[config.mk]
export PLATFORM = sky130hd
export DESIGN_NAME = axi4ls2hpi_adp
export DESIGN_NICKNAME = d
export VERILOG_FILES = /design/src/rtl/axi4ls2hpi_adp.sv
export SDC_FILE = /design/constraint.sdc
export NUM_CORES = 1
export LEC_CHECK = 0
export ABC_AREA = 1
export CAP_MARGIN = 30
export CORE_ASPECT_RATIO = 0.75
export CORE_MARGIN = 1.5
export CORE_UTILIZATION = 48
export DETAILED_ROUTE_END_ITERATION = 10
export GPL_TIMING_DRIVEN = 0
export PLACE_DENSITY = 0.77
export SETUP_SLACK_MARGIN = 0.15
export SYNTH_ARGS = -nofsm -noshare
export SYNTH_HDL_FRONTEND = slang
export SYNTH_SLANG_ARGS = --single-unit
export TNS_END_PERCENT = 1
[constraint.sdc]
create_clock -name aclk -period 2.5 [get_ports aclk]
set_input_delay 0.25 -clock aclk [delete_from_list [all_inputs] [get_ports aclk]]
set_output_delay 0.25 -clock aclk [all_outputs]
set_load 0.005 [all_outputs]
[src/rtl/axi4ls2hpi_adp.sv]
// AXI4-Lite slave to HPI register-bus adapter: buffers AW/W/AR, arbitrates one
// transaction at a time into a single cpu_wr/cpu_rd strobe, returns B/R with read timeout.
module axi4ls2hpi_adp #(
  parameter int unsigned ADDR_WIDTH    = 32,
  parameter int unsigned DATA_WIDTH    = 32,
  parameter int unsigned DATA_BYTE_NUM = DATA_WIDTH / 8
) (
  input  logic                     aclk,
  input  logic                     aresetn,
  // write address
  input  logic                     awvalid,
  input  logic [ADDR_WIDTH-1:0]    awaddr,
  output logic                     awready,
  // write data
  input  logic                     wvalid,
  input  logic [DATA_WIDTH-1:0]    wdata,
  input  logic [DATA_BYTE_NUM-1:0] wstrb,
  output logic                     wready,
  // write response
  output logic                     bvalid,
  output logic [1:0]               bresp,
  input  logic                     bready,
  // read address
  input  logic                     arvalid,
  input  logic [ADDR_WIDTH-1:0]    araddr,
  output logic                     arready,
  // read data
  output logic                     rvalid,
  output logic [DATA_WIDTH-1:0]    rdata,
  output logic [1:0]               rresp,
  input  logic                     rready,
  // timeout control
  input  logic [15:0]              reg_tmout_cfg,
  output logic                     reg_tmout_err,
  // HPI side
  output logic                     cpu_wr,
  output logic [ADDR_WIDTH-1:0]    cpu_wr_addr,
  output logic [DATA_BYTE_NUM-1:0] cpu_wr_strb,
  output logic [DATA_WIDTH-1:0]    cpu_data_in,
  output logic                     cpu_rd,
  output logic [ADDR_WIDTH-1:0]    cpu_rd_addr,
  input  logic                     cpu_data_out_vld,
  input  logic [DATA_WIDTH-1:0]    cpu_data_out
);

  localparam logic [1:0] RespOkay   = 2'b00;
  localparam logic [1:0] RespSlverr = 2'b10;

  typedef enum logic [2:0] {
    StIdle,
    StWrReq,
    StWrRsp,
    StRdReq,
    StRdWait,
    StRdRsp
  } state_e;

  state_e                   state_q, state_d;

  // capture buffers
  logic                     aw_full_q, aw_full_d;
  logic [ADDR_WIDTH-1:0]    aw_addr_q, aw_addr_d;
  logic                     w_full_q, w_full_d;
  logic [DATA_WIDTH-1:0]    w_data_q, w_data_d;
  logic [DATA_BYTE_NUM-1:0] w_strb_q, w_strb_d;
  logic                     ar_full_q, ar_full_d;
  logic [ADDR_WIDTH-1:0]    ar_addr_q, ar_addr_d;

  // registered channel outputs
  logic                     awready_q, awready_d;
  logic                     wready_q, wready_d;
  logic                     arready_q, arready_d;
  logic                     bvalid_q, bvalid_d;
  logic                     rvalid_q, rvalid_d;
  logic [DATA_WIDTH-1:0]    rdata_q, rdata_d;
  logic [1:0]               rresp_q, rresp_d;
  logic                     tmout_err_q, tmout_err_d;

  // registered HPI outputs
  logic                     cpu_wr_q, cpu_wr_d;
  logic [ADDR_WIDTH-1:0]    cpu_wr_addr_q, cpu_wr_addr_d;
  logic [DATA_BYTE_NUM-1:0] cpu_wr_strb_q, cpu_wr_strb_d;
  logic [DATA_WIDTH-1:0]    cpu_data_in_q, cpu_data_in_d;
  logic                     cpu_rd_q, cpu_rd_d;
  logic [ADDR_WIDTH-1:0]    cpu_rd_addr_q, cpu_rd_addr_d;

  logic [15:0]              tmout_cnt_q, tmout_cnt_d;
  logic [15:0]              tmout_cnt_inc;
  logic                     prio_wr_q, prio_wr_d;
  logic                     wr_elig, rd_elig;

  assign wr_elig       = aw_full_q & w_full_q;
  assign rd_elig       = ar_full_q;
  assign tmout_cnt_inc = tmout_cnt_q + 16'd1;

  always_comb begin
    state_d       = state_q;
    aw_full_d     = aw_full_q;
    aw_addr_d     = aw_addr_q;
    w_full_d      = w_full_q;
    w_data_d      = w_data_q;
    w_strb_d      = w_strb_q;
    ar_full_d     = ar_full_q;
    ar_addr_d     = ar_addr_q;
    bvalid_d      = bvalid_q;
    rvalid_d      = rvalid_q;
    rdata_d       = rdata_q;
    rresp_d       = rresp_q;
    tmout_err_d   = 1'b0;
    cpu_wr_d      = 1'b0;
    cpu_wr_addr_d = cpu_wr_addr_q;
    cpu_wr_strb_d = cpu_wr_strb_q;
    cpu_data_in_d = cpu_data_in_q;
    cpu_rd_d      = 1'b0;
    cpu_rd_addr_d = cpu_rd_addr_q;
    tmout_cnt_d   = tmout_cnt_q;
    prio_wr_d     = prio_wr_q;

    // ready is low whenever the buffer is full, so a capture never overwrites
    if (awvalid && awready_q) begin
      aw_full_d = 1'b1;
      aw_addr_d = awaddr;
    end
    if (wvalid && wready_q) begin
      w_full_d = 1'b1;
      w_data_d = wdata;
      w_strb_d = wstrb;
    end
    if (arvalid && arready_q) begin
      ar_full_d = 1'b1;
      ar_addr_d = araddr;
    end

    case (state_q)
      StIdle: begin
        // pointer advances only on contested grants
        if (wr_elig && (!rd_elig || prio_wr_q)) begin
          state_d       = StWrReq;
          cpu_wr_d      = 1'b1;
          cpu_wr_addr_d = aw_addr_q;
          cpu_data_in_d = w_data_q;
          cpu_wr_strb_d = w_strb_q;
          if (rd_elig) prio_wr_d = 1'b0;
        end else if (rd_elig) begin
          state_d       = StRdReq;
          cpu_rd_d      = 1'b1;
          cpu_rd_addr_d = ar_addr_q;
          if (wr_elig) prio_wr_d = 1'b1;
        end
      end
      StWrReq: begin
        state_d  = StWrRsp;
        bvalid_d = 1'b1;
      end
      StWrRsp: begin
        if (bready) begin
          bvalid_d  = 1'b0;
          aw_full_d = 1'b0;
          w_full_d  = 1'b0;
          state_d   = StIdle;
        end
      end
      StRdReq: begin
        tmout_cnt_d = '0;
        state_d     = StRdWait;
      end
      StRdWait: begin
        tmout_cnt_d = tmout_cnt_inc;
        if (cpu_data_out_vld) begin
          rdata_d  = cpu_data_out;
          rresp_d  = RespOkay;
          rvalid_d = 1'b1;
          state_d  = StRdRsp;
        end else if ((reg_tmout_cfg != 16'd0) && (tmout_cnt_inc == reg_tmout_cfg)) begin
          rdata_d     = '0;
          rresp_d     = RespSlverr;
          rvalid_d    = 1'b1;
          tmout_err_d = 1'b1;
          state_d     = StRdRsp;
        end
      end
      StRdRsp: begin
        if (rready) begin
          rvalid_d  = 1'b0;
          ar_full_d = 1'b0;
          state_d   = StIdle;
        end
      end
      default: state_d = StIdle;
    endcase

    awready_d = ~aw_full_d;
    wready_d  = ~w_full_d;
    arready_d = ~ar_full_d;
  end

  always_ff @(posedge aclk or negedge aresetn) begin
    if (!aresetn) begin
      state_q       <= StIdle;
      aw_full_q     <= 1'b0;
      aw_addr_q     <= '0;
      w_full_q      <= 1'b0;
      w_data_q      <= '0;
      w_strb_q      <= '0;
      ar_full_q     <= 1'b0;
      ar_addr_q     <= '0;
      awready_q     <= 1'b0;
      wready_q      <= 1'b0;
      arready_q     <= 1'b0;
      bvalid_q      <= 1'b0;
      rvalid_q      <= 1'b0;
      rdata_q       <= '0;
      rresp_q       <= RespOkay;
      tmout_err_q   <= 1'b0;
      cpu_wr_q      <= 1'b0;
      cpu_wr_addr_q <= '0;
      cpu_wr_strb_q <= '0;
      cpu_data_in_q <= '0;
      cpu_rd_q      <= 1'b0;
      cpu_rd_addr_q <= '0;
      tmout_cnt_q   <= '0;
      prio_wr_q     <= 1'b1;
    end else begin
      state_q       <= state_d;
      aw_full_q     <= aw_full_d;
      aw_addr_q     <= aw_addr_d;
      w_full_q      <= w_full_d;
      w_data_q      <= w_data_d;
      w_strb_q      <= w_strb_d;
      ar_full_q     <= ar_full_d;
      ar_addr_q     <= ar_addr_d;
      awready_q     <= awready_d;
      wready_q      <= wready_d;
      arready_q     <= arready_d;
      bvalid_q      <= bvalid_d;
      rvalid_q      <= rvalid_d;
      rdata_q       <= rdata_d;
      rresp_q       <= rresp_d;
      tmout_err_q   <= tmout_err_d;
      cpu_wr_q      <= cpu_wr_d;
      cpu_wr_addr_q <= cpu_wr_addr_d;
      cpu_wr_strb_q <= cpu_wr_strb_d;
      cpu_data_in_q <= cpu_data_in_d;
      cpu_rd_q      <= cpu_rd_d;
      cpu_rd_addr_q <= cpu_rd_addr_d;
      tmout_cnt_q   <= tmout_cnt_d;
      prio_wr_q     <= prio_wr_d;
    end
  end

  // HPI writes are posted, so every B response is OKAY
  assign bresp         = RespOkay;
  assign awready       = awready_q;
  assign wready        = wready_q;
  assign arready       = arready_q;
  assign bvalid        = bvalid_q;
  assign rvalid        = rvalid_q;
  assign rdata         = rdata_q;
  assign rresp         = rresp_q;
  assign reg_tmout_err = tmout_err_q;
  assign cpu_wr        = cpu_wr_q;
  assign cpu_wr_addr   = cpu_wr_addr_q;
  assign cpu_wr_strb   = cpu_wr_strb_q;
  assign cpu_data_in   = cpu_data_in_q;
  assign cpu_rd        = cpu_rd_q;
  assign cpu_rd_addr   = cpu_rd_addr_q;

endmodule

# --- Word level (Yosys, flattened, before mapping) ---
# Cells that the tools add are included.
totals:
  regBits: 265
  in_bits: 156
  output_inout_bits: 144
  elab_cells: 100
classes:
  add_sub_neg: 1
  eq_ne: 10
  n_mux: 39
  bitwise: 5
  reduce_logical: 21
ops:
  columns: ["operator", "n"]
  rows:
  - ["$mux W32", 2]
  - ["$pmux W16 S2", 1]
  - ["$mux W1", 25]
  - ["$mux W3", 6]
  - ["$pmux W3 S6", 1]
  - ["$add A16 B1 Y16 const B", 1]
  - ["$eq A16 B16 Y1", 1]
  - ["$reduce_bool A16 Y1", 1]
  - ["$reduce_bool A2 Y1", 5]
  - ["$reduce_and A3 Y1", 3]
  - ["$eq A3 B2 Y1 const B", 2]
  - ["$eq A3 B3 Y1 const B", 2]
  - ["$ne A3 B3 Y1 const B", 2]
  - ["$reduce_and A2 Y1", 3]
  - ["$logic_and A1 B1 Y1", 5]
  - ["$mux W2", 2]
  - ["$ne A2 B2 Y1 const B", 2]
  - ["$not A1 Y1", 4]
  - ["$pmux W1 S2", 2]
  - ["$reduce_and A4 Y1", 1]
  - ["$eq A3 B1 Y1 const B", 1]
  - ["$logic_not A3 Y1", 1]
  - ["$and A1 B1 Y1", 1]
  - ["$logic_not A1 Y1", 1]
  - ["$logic_or A1 B1 Y1", 1]

# --- Longest topological paths before layout ---
# Gate-level depths: netlist (run 1).
depth:
  word_depth: 6
  mapped_depth: 17
  mapped_depth_nobuf: 16

# --- Worst setup path after synthesis (run 1) ---
# No wires, ideal clock.
synth_path:
  kind: "register to register"
  start: "reg tmout_cnt_q[0]"
  end: "reg rdata_q[10] (netlist: rdata[10])"
  setup_ps: 117
  arrival_time_ps: 1865
  required_ps: 2383
  path_slack_ps: 519
  stages_incl_launch_ff: 16
  path_buffers: 1
  period_less_slack_ps: 1981
  cell_sequence: "dfrtp_1 ha_1 or2_2 nand2_1 nand2_1 nand2_1 nand3_1 nor2_1 nand3_1 nor2_1 nand2_1 nand2_2 nand2_4 buf_6 nand2_1 nand2_1"
synth_between:
  elab_chain_len: 5
synth_lines:
  columns: ["item", "line_no", "rtl"]
  rows:
  - ["from (decl)", "87", "logic [15:0] tmout_cnt_q, tmout_cnt_d;"]
  - ["from (signal assigned)", "246", "tmout_cnt_q <= tmout_cnt_d;"]
  - ["$add A16 B1 Y16", "94", "assign tmout_cnt_inc = tmout_cnt_q + 16'd1;"]
  - ["$eq A16 B16 Y1", "174", "end else if ((reg_tmout_cfg != 16'd0) && (tmout_cnt_inc == reg_tmout_cfg)) begin"]
  - ["$logic_and A1 B1 Y1", "174", null]
  - ["$reduce_bool A2 Y1 (no source line)", null, null]
  - ["$reduce_and A2 Y1 (no source line)", null, null]
  - ["to (signal assigned)", "237", "rdata_q <= rdata_d;"]
  - ["to (decl)", "75", "logic [DATA_WIDTH-1:0] rdata_q, rdata_d;"]
# No other way between the ends.
# A chain may end at the register's enable or synchronous reset.

# --- Final worst setup path (run 1) ---
# Ends and elaborated chain as after synthesis.

==> results.yml, run 1 <==
detailed_routing:
  finalWirelength_mm: 28.0
  drt-initial-drc-count: 587
  dr.pass1.iters: 5
  num_vias: 8811
  routedWlPerCell_um: 15.9
  drc: 0
  antenna_left: 0
  via_per_inst: 4.99
worst_setup_path:
  crit_fanout: 10
  cp-start-kind: "flop"
  required_ns: 2.92
  worst-setup-path-type: "flop to flop"
  cp.arrival_ns: 2.77
  end_kind: "flop"
power:
  leakagePower_uw: 0.00703
  p_comb_frac: 0.355
  p_switching_uw: 5370
  power.density_nw_per_um2: 1130
  max-vdd-ir-drop_uv: 659
  sw_frac_of_total: 0.316
  p_int_uw: 11600
  power_frac_seq: 0.419
  clkPwrFrac: 0.226
floorplanning:
  dieArea_um2: 23300
  die_y_um: 133
  rows: 47
  design.core.area_um2: 22000
  io_pins: 300
  die_width_um: 176
  initial_utilization: 0.488
timing:
  setup_tns_ns: 0
  setup_viol: 0
  rsz0062_at_grt: "true"
  period_share: 0.940
  hold_violations: 0
  slew_headroom: 0.496
  post-route-min-period_ns: 2.35
  fin_ws_ns: 0.150
  skew_ns: 0.0192
  fmax_ghz: 0.426
  drv_slew: 0
  tightest_slew_ns: 0.756
  fin_hold_ws_ns: 0.115
final_layout:
  nFillCells: 1729
  mostFrequentLayoutCells: "nand2_1, clkdlybuf4s50_1, dfrtp_1, inv_1, nand3_1"
  num_antenna_cells: 0
  final_area_um2: 15000
  num-nets-final: 1612
  drive_gt1_frac: 0.0984
  area_delta_synth_final_pct: 40.1
  layout_commonest_cell: "nand2_1"
global_routing:
  grt.total_usage: 0.244
  grt_max_degree: 100
  grt_first_pass_wirelength_mm: 45.3
  antenna_found_initial: 0
  grt_pass1_vias: 8707
  grt_overflow_total: 0
clock_network:
  cts_sinks: 264
  clockRootBuffer: "clkbuf_16"
  clk_pin_slew_ns: 0.06
  htreeDepth: 1
  clk_path_buf_depth: 3
  cts_tree: "built"
  clock_latency_ns: 0.53
  cts_buffers: 26
logic_synthesis:
  synth_seq_cells: 264
  synthFlopType: "dfrtp_1"
  synthArstFlopShare: 1.00
  synth-warning-count: 0
  syn_area_um2: 10700
  synth_top_area_frac: 0.613
  syn_area_per_cell_um2: 9.57
  synth_edf_count: 0
  ys_types: 33
  synth_top_area_cell: "dfrtp_1"
  synthTopCellsByArea: "dfrtp_1, nand2_1, mux2_2, nand3_1, o21ai_0"
  syn_inst: 1122
  seq_area_frac_synth: 0.615
worst_hold_path:
  hold_class: "input pin to flop"
status:
  status: "finished, final reports clean"
flow_run:
  maxCapViolCount: 0
placed_design:
  hpwl_mm: 20.6
  place_congestion: 0.869
  port_buffers: 295
  place_area_um2: 14100
  pre_cts_ws_ns: -0.192
-- power by group through the flow --
stage	clock, uW	sequential (uW)	combinational (uW)
2_1_floorplan	0	7120	2690
3_3_place_gp	0	7140	5810
3_5_place_dp	0	7180	6020
4_1_cts	3930	7140	6080
5_1_grt	4090	7340	6720
6_report	3840	7130	6030
-- flip-flops by register name (all words and copies together) (netlist names), 3 cells and up --
register     count
ar_addr_q       32
aw_addr_q       32
cpu_data_in     32
cpu_rd_addr     32
cpu_wr_addr     32
rdata           32
w_data_q        32
tmout_cnt_q     16
cpu_wr_strb      4
w_strb_q         4
state_q          3
-- kinds of logic after synthesis --
kind of cell | synth area share
fa+ha+maj | 0.00116
xor+xnor | 0.00408
flops | 0.615
mux | 0.0702
compound gates | 0.0429
buf+inv | 0.0481
other cells | 0.000349
simple gates | 0.218
-- per-layer routing --
metal  global-route usage  up-vias  part of all wire
met5                    0        -                 0
met1                0.339     4257              0.44
met3               0.0621       49             0.078
met4               0.0670        0             0.027
li1                     -     4232                 -
met2                0.381      273              0.45
-- timing repair --
action / 4_1_cts / 5_1_grt
setup buffers: 0 / 5
endpoints found under the setup margin: 97 / 80
hold endpoints to repair: 96 / 0
pin swaps: 0 / 1
resized for setup: 3 / 4
hold buffers: 1 / 0
-- cell usage after synthesis (4+ instances only) --
library cell	n
o22ai_1	7
dfrtp_1	263
clkbuf_1	37
o21ai_0	74
a21oi_1	5
nor3_1	4
nor2_1	37
nand2_1	419
nand3b_1	6
nand3_1	75
nor2_4	4
mux2_2	67
inv_1	77
nand4_1	11
nand2_2	5
-- critical path: stages (launching register included) --
cell	delay [ns]
dfrtp_2	0.40
ha_2	0.21
nand2_2	0.10
nor2_4	0.18
buf_4	0.16
nand3_1	0.10
nand2_1	0.10
nand3_1	0.06
nand2_1	0.10
nand3_1	0.08
nor2_1	0.10
nand2_1	0.14
nand2_2	0.11
nand2_4	0.08
buf_6	0.18
nand2_1	0.06
nand2_1	0.06
-- layout make-up --
class / count / area [um2] / area share
well taps: 294 / 368 / 0.0245
flip-flops and latches: 264 / 6610 / 0.439
multi-input cells: 732 / 3640 / 0.242
repair buffers: 303 / 3060 / 0.203
plain buffers: 48 / 216 / 0.0144
inverters: 80 / 300 / 0.0200
clock inverters: 8 / 85.1 / 0.00566
clock buffers: 38 / 766 / 0.0509
-- through the flow --
step           power, uW  cells   util
2_1_floorplan       9810   1124      -
3_3_place_gp       12900   1713  0.640
3_5_place_dp       13200   1715  0.642
4_1_cts            17100   1762  0.682
5_1_grt            18100   1767  0.684
6_report           17000   1767  0.684
-- worst paths after layout --
kind / endpoint / slack [ns] / cells past startpoint / start
setup / recovery: rdata[10] / 0.15 / 16 / tmout_cnt_q[0]
hold / removal: rdata[31] / 0.12 / 3 / cpu_data_out_vld
setup reg to reg: rdata[10] / 0.15 / 16 / tmout_cnt_q[0]
hold reg to reg: cpu_data_in[27] / 0.46 / 2 / w_data_q[27]
max in group asynchronous: tmout_cnt_q[0] / 1.25 / 3 / aresetn
min in group asynchronous: cpu_rd_addr[16] / 0.37 / 2 / aresetn
No activity file was read; power rests on OpenSTA's default activity.
==> inputs of run 2 (changes only) <==
- SKIP_CTS_REPAIR_TIMING: unset -> 1
==> run 2 against run 1 <==
Core utilization is the same. Clock power is essentially flat. Die area is the same. Non-clock buffer count is the same. Final cell count is the same. Count of clock-buffer cells in the layout is the same. Combinational power is essentially flat. Highest routed layer unchanged.
==> results.yml, run 2 (synthesized netlist as in run 1, its figures left out) <==
clock_network:
  clockRootBuffer: "clkbuf_16"
  cts_sinks: 264
  cts_buffers: 26
  clock_latency_ns: 0.53
  htreeDepth: 1
  cts_tree: "built"
  clk_path_buf_depth: 3
  clk_pin_slew_ns: 0.06
floorplanning:
  rows: 47
  initial_utilization: 0.488
  die_width_um: 176
  dieArea_um2: 23300
  io_pins: 300
  die_y_um: 133
  design.core.area_um2: 22000
detailed_routing:
  routedWlPerCell_um: 15.9
  via_per_inst: 4.99
  drt-initial-drc-count: 609
  finalWirelength_mm: 28.0
  dr.pass1.iters: 5
  num_vias: 8811
  antenna_left: 0
  drc: 0
global_routing:
  grt_max_degree: 100
  grt_first_pass_wirelength_mm: 45.3
  grt_overflow_total: 0
  grt_pass1_vias: 8705
  antenna_found_initial: 0
  grt.total_usage: 0.244
final_layout:
  drive_gt1_frac: 0.0984
  layout_commonest_cell: "nand2_1"
  num_antenna_cells: 0
  num-nets-final: 1612
  area_delta_synth_final_pct: 40.1
  mostFrequentLayoutCells: "nand2_1, clkdlybuf4s50_1, dfrtp_1, inv_1, nand3_1"
  stdcell_count: 1767
timing:
  skew_ns: 0.0189
  rsz0062_at_grt: "true"
  hold_violations: 0
  slew_headroom: 0.495
  tightest_slew_ns: 0.757
  setup_viol: 0
  fin_ws_ns: 0.149
  post-route-min-period_ns: 2.35
  fmax_ghz: 0.425
  drv_slew: 0
  period_share: 0.940
flow_run:
  maxCapViolCount: 0
worst_setup_path:
  required_ns: 2.92
  crit_chain: "ha_2 -> nand3_1 -> o21ai_0 -> a21oi_1 -> nor2_1 -> nand3_1 -> nor2_1 -> nand2_1 -> nand2_2 -> nand2_4 -> buf_6 -> nand2_1 -> nand2_1"
  cp.arrival_ns: 2.77
  path_buf_inv: 1
  r2r_slack_ns: 0.15
  critPathTopFamily: "simple AND/OR/NAND/NOR gates"
  cpMostUsedCell: "nand2_1"
  cp-start-kind: "flop"
  crit_fanout: 10
  worst-setup-path-type: "flop to flop"
  end_kind: "flop"
  cpPeakStageDelay_ns: 0.40
  cp_slowest_cell: "dfrtp_2"
power:
  power.density_nw_per_um2: 1130
  leakagePower_uw: 0.00703
  max-vdd-ir-drop_uv: 659
status:
  status: "finished, final reports clean"
placed_design:
  port_buffers: 295
  place_congestion: 0.869
  place_inst: 1715
  pre_cts_ws_ns: -0.192
  hpwl_mm: 20.6
worst_hold_path:
  hold_class: "input pin to flop"
## run 2: cell counts in the layout (fill, tap and decap cells not counted)
Identical to the previous run, type by type.
## run 2: final cells by class
cell class | instances | area [um2]
Clock buffer | 38 | 766
Timing Repair Buffer | 303 | 3060
Buffer | 48 | 216
Multi-Input combinational cell | 732 | 3640
Fill cell | 1729 | 6950
Sequential cell | 264 | 6610
Clock inverter | 8 | 85.1
Tap cell | 294 | 368
Inverter | 80 | 300
## run 2: path summary, 6_finish.rpt
| kind | cells past startpoint | end | from |
|---|---|---|---|
| worst max-delay path | 13 | rdata[10] | tmout_cnt_q[0] |
| worst min-delay path | 3 | rdata[31] | cpu_data_out_vld |
| worst max register to register | 13 | rdata[10] | tmout_cnt_q[0] |
| worst min register to register | 2 | cpu_data_in[27] | w_data_q[27] |
| max in group asynchronous | 3 | tmout_cnt_q[0] | aresetn |
| min in group asynchronous | 2 | cpu_rd_addr[16] | aresetn |
## run 2: worst register-to-register path, delay by kind of cell, from the launching register on
kind	cells	cell delay, ns
buffers and inverters	1	0.18
and+or+nand+nor	9	0.93
DFF	1	0.40
AOI/OAI and AO/OA	2	0.53
adders and majority gates	1	0.21
## run 2: report_power, final
part           switching (uW)  leakage [uW]  internal [uW]
Clock                    1620      0.000414           2230
Combinational            2810       0.00334           3220
Sequential                943       0.00328           6190
## run 2: stage by stage
step / util / setup TNS (ns) / instance area [um2] / hold slack (ns) / total power, uW
after floorplan: - / 0 / 10700 / -0.0456 / 9810
after global placement: 0.640 / -2671.28 / 14100 / 0.449 / 12900
after detailed placement: 0.642 / -2.42 / 14100 / 0.337 / 13200
after CTS: 0.681 / -3.06 / 15000 / -0.210 / 17100
after global routing: 0.684 / -0.194 / 15000 / 0.168 / 18100
final: 0.684 / 0 / 15000 / 0.120 / 17000
## run 2: metal layers
layer,share of wire,vias to the layer above,track usage
met3,0.081,49,0.0612
met1,0.44,4259,0.339
li1,-,4233,-
met2,0.45,270,0.381
met5,0,-,0
met4,0.027,0,0.0670
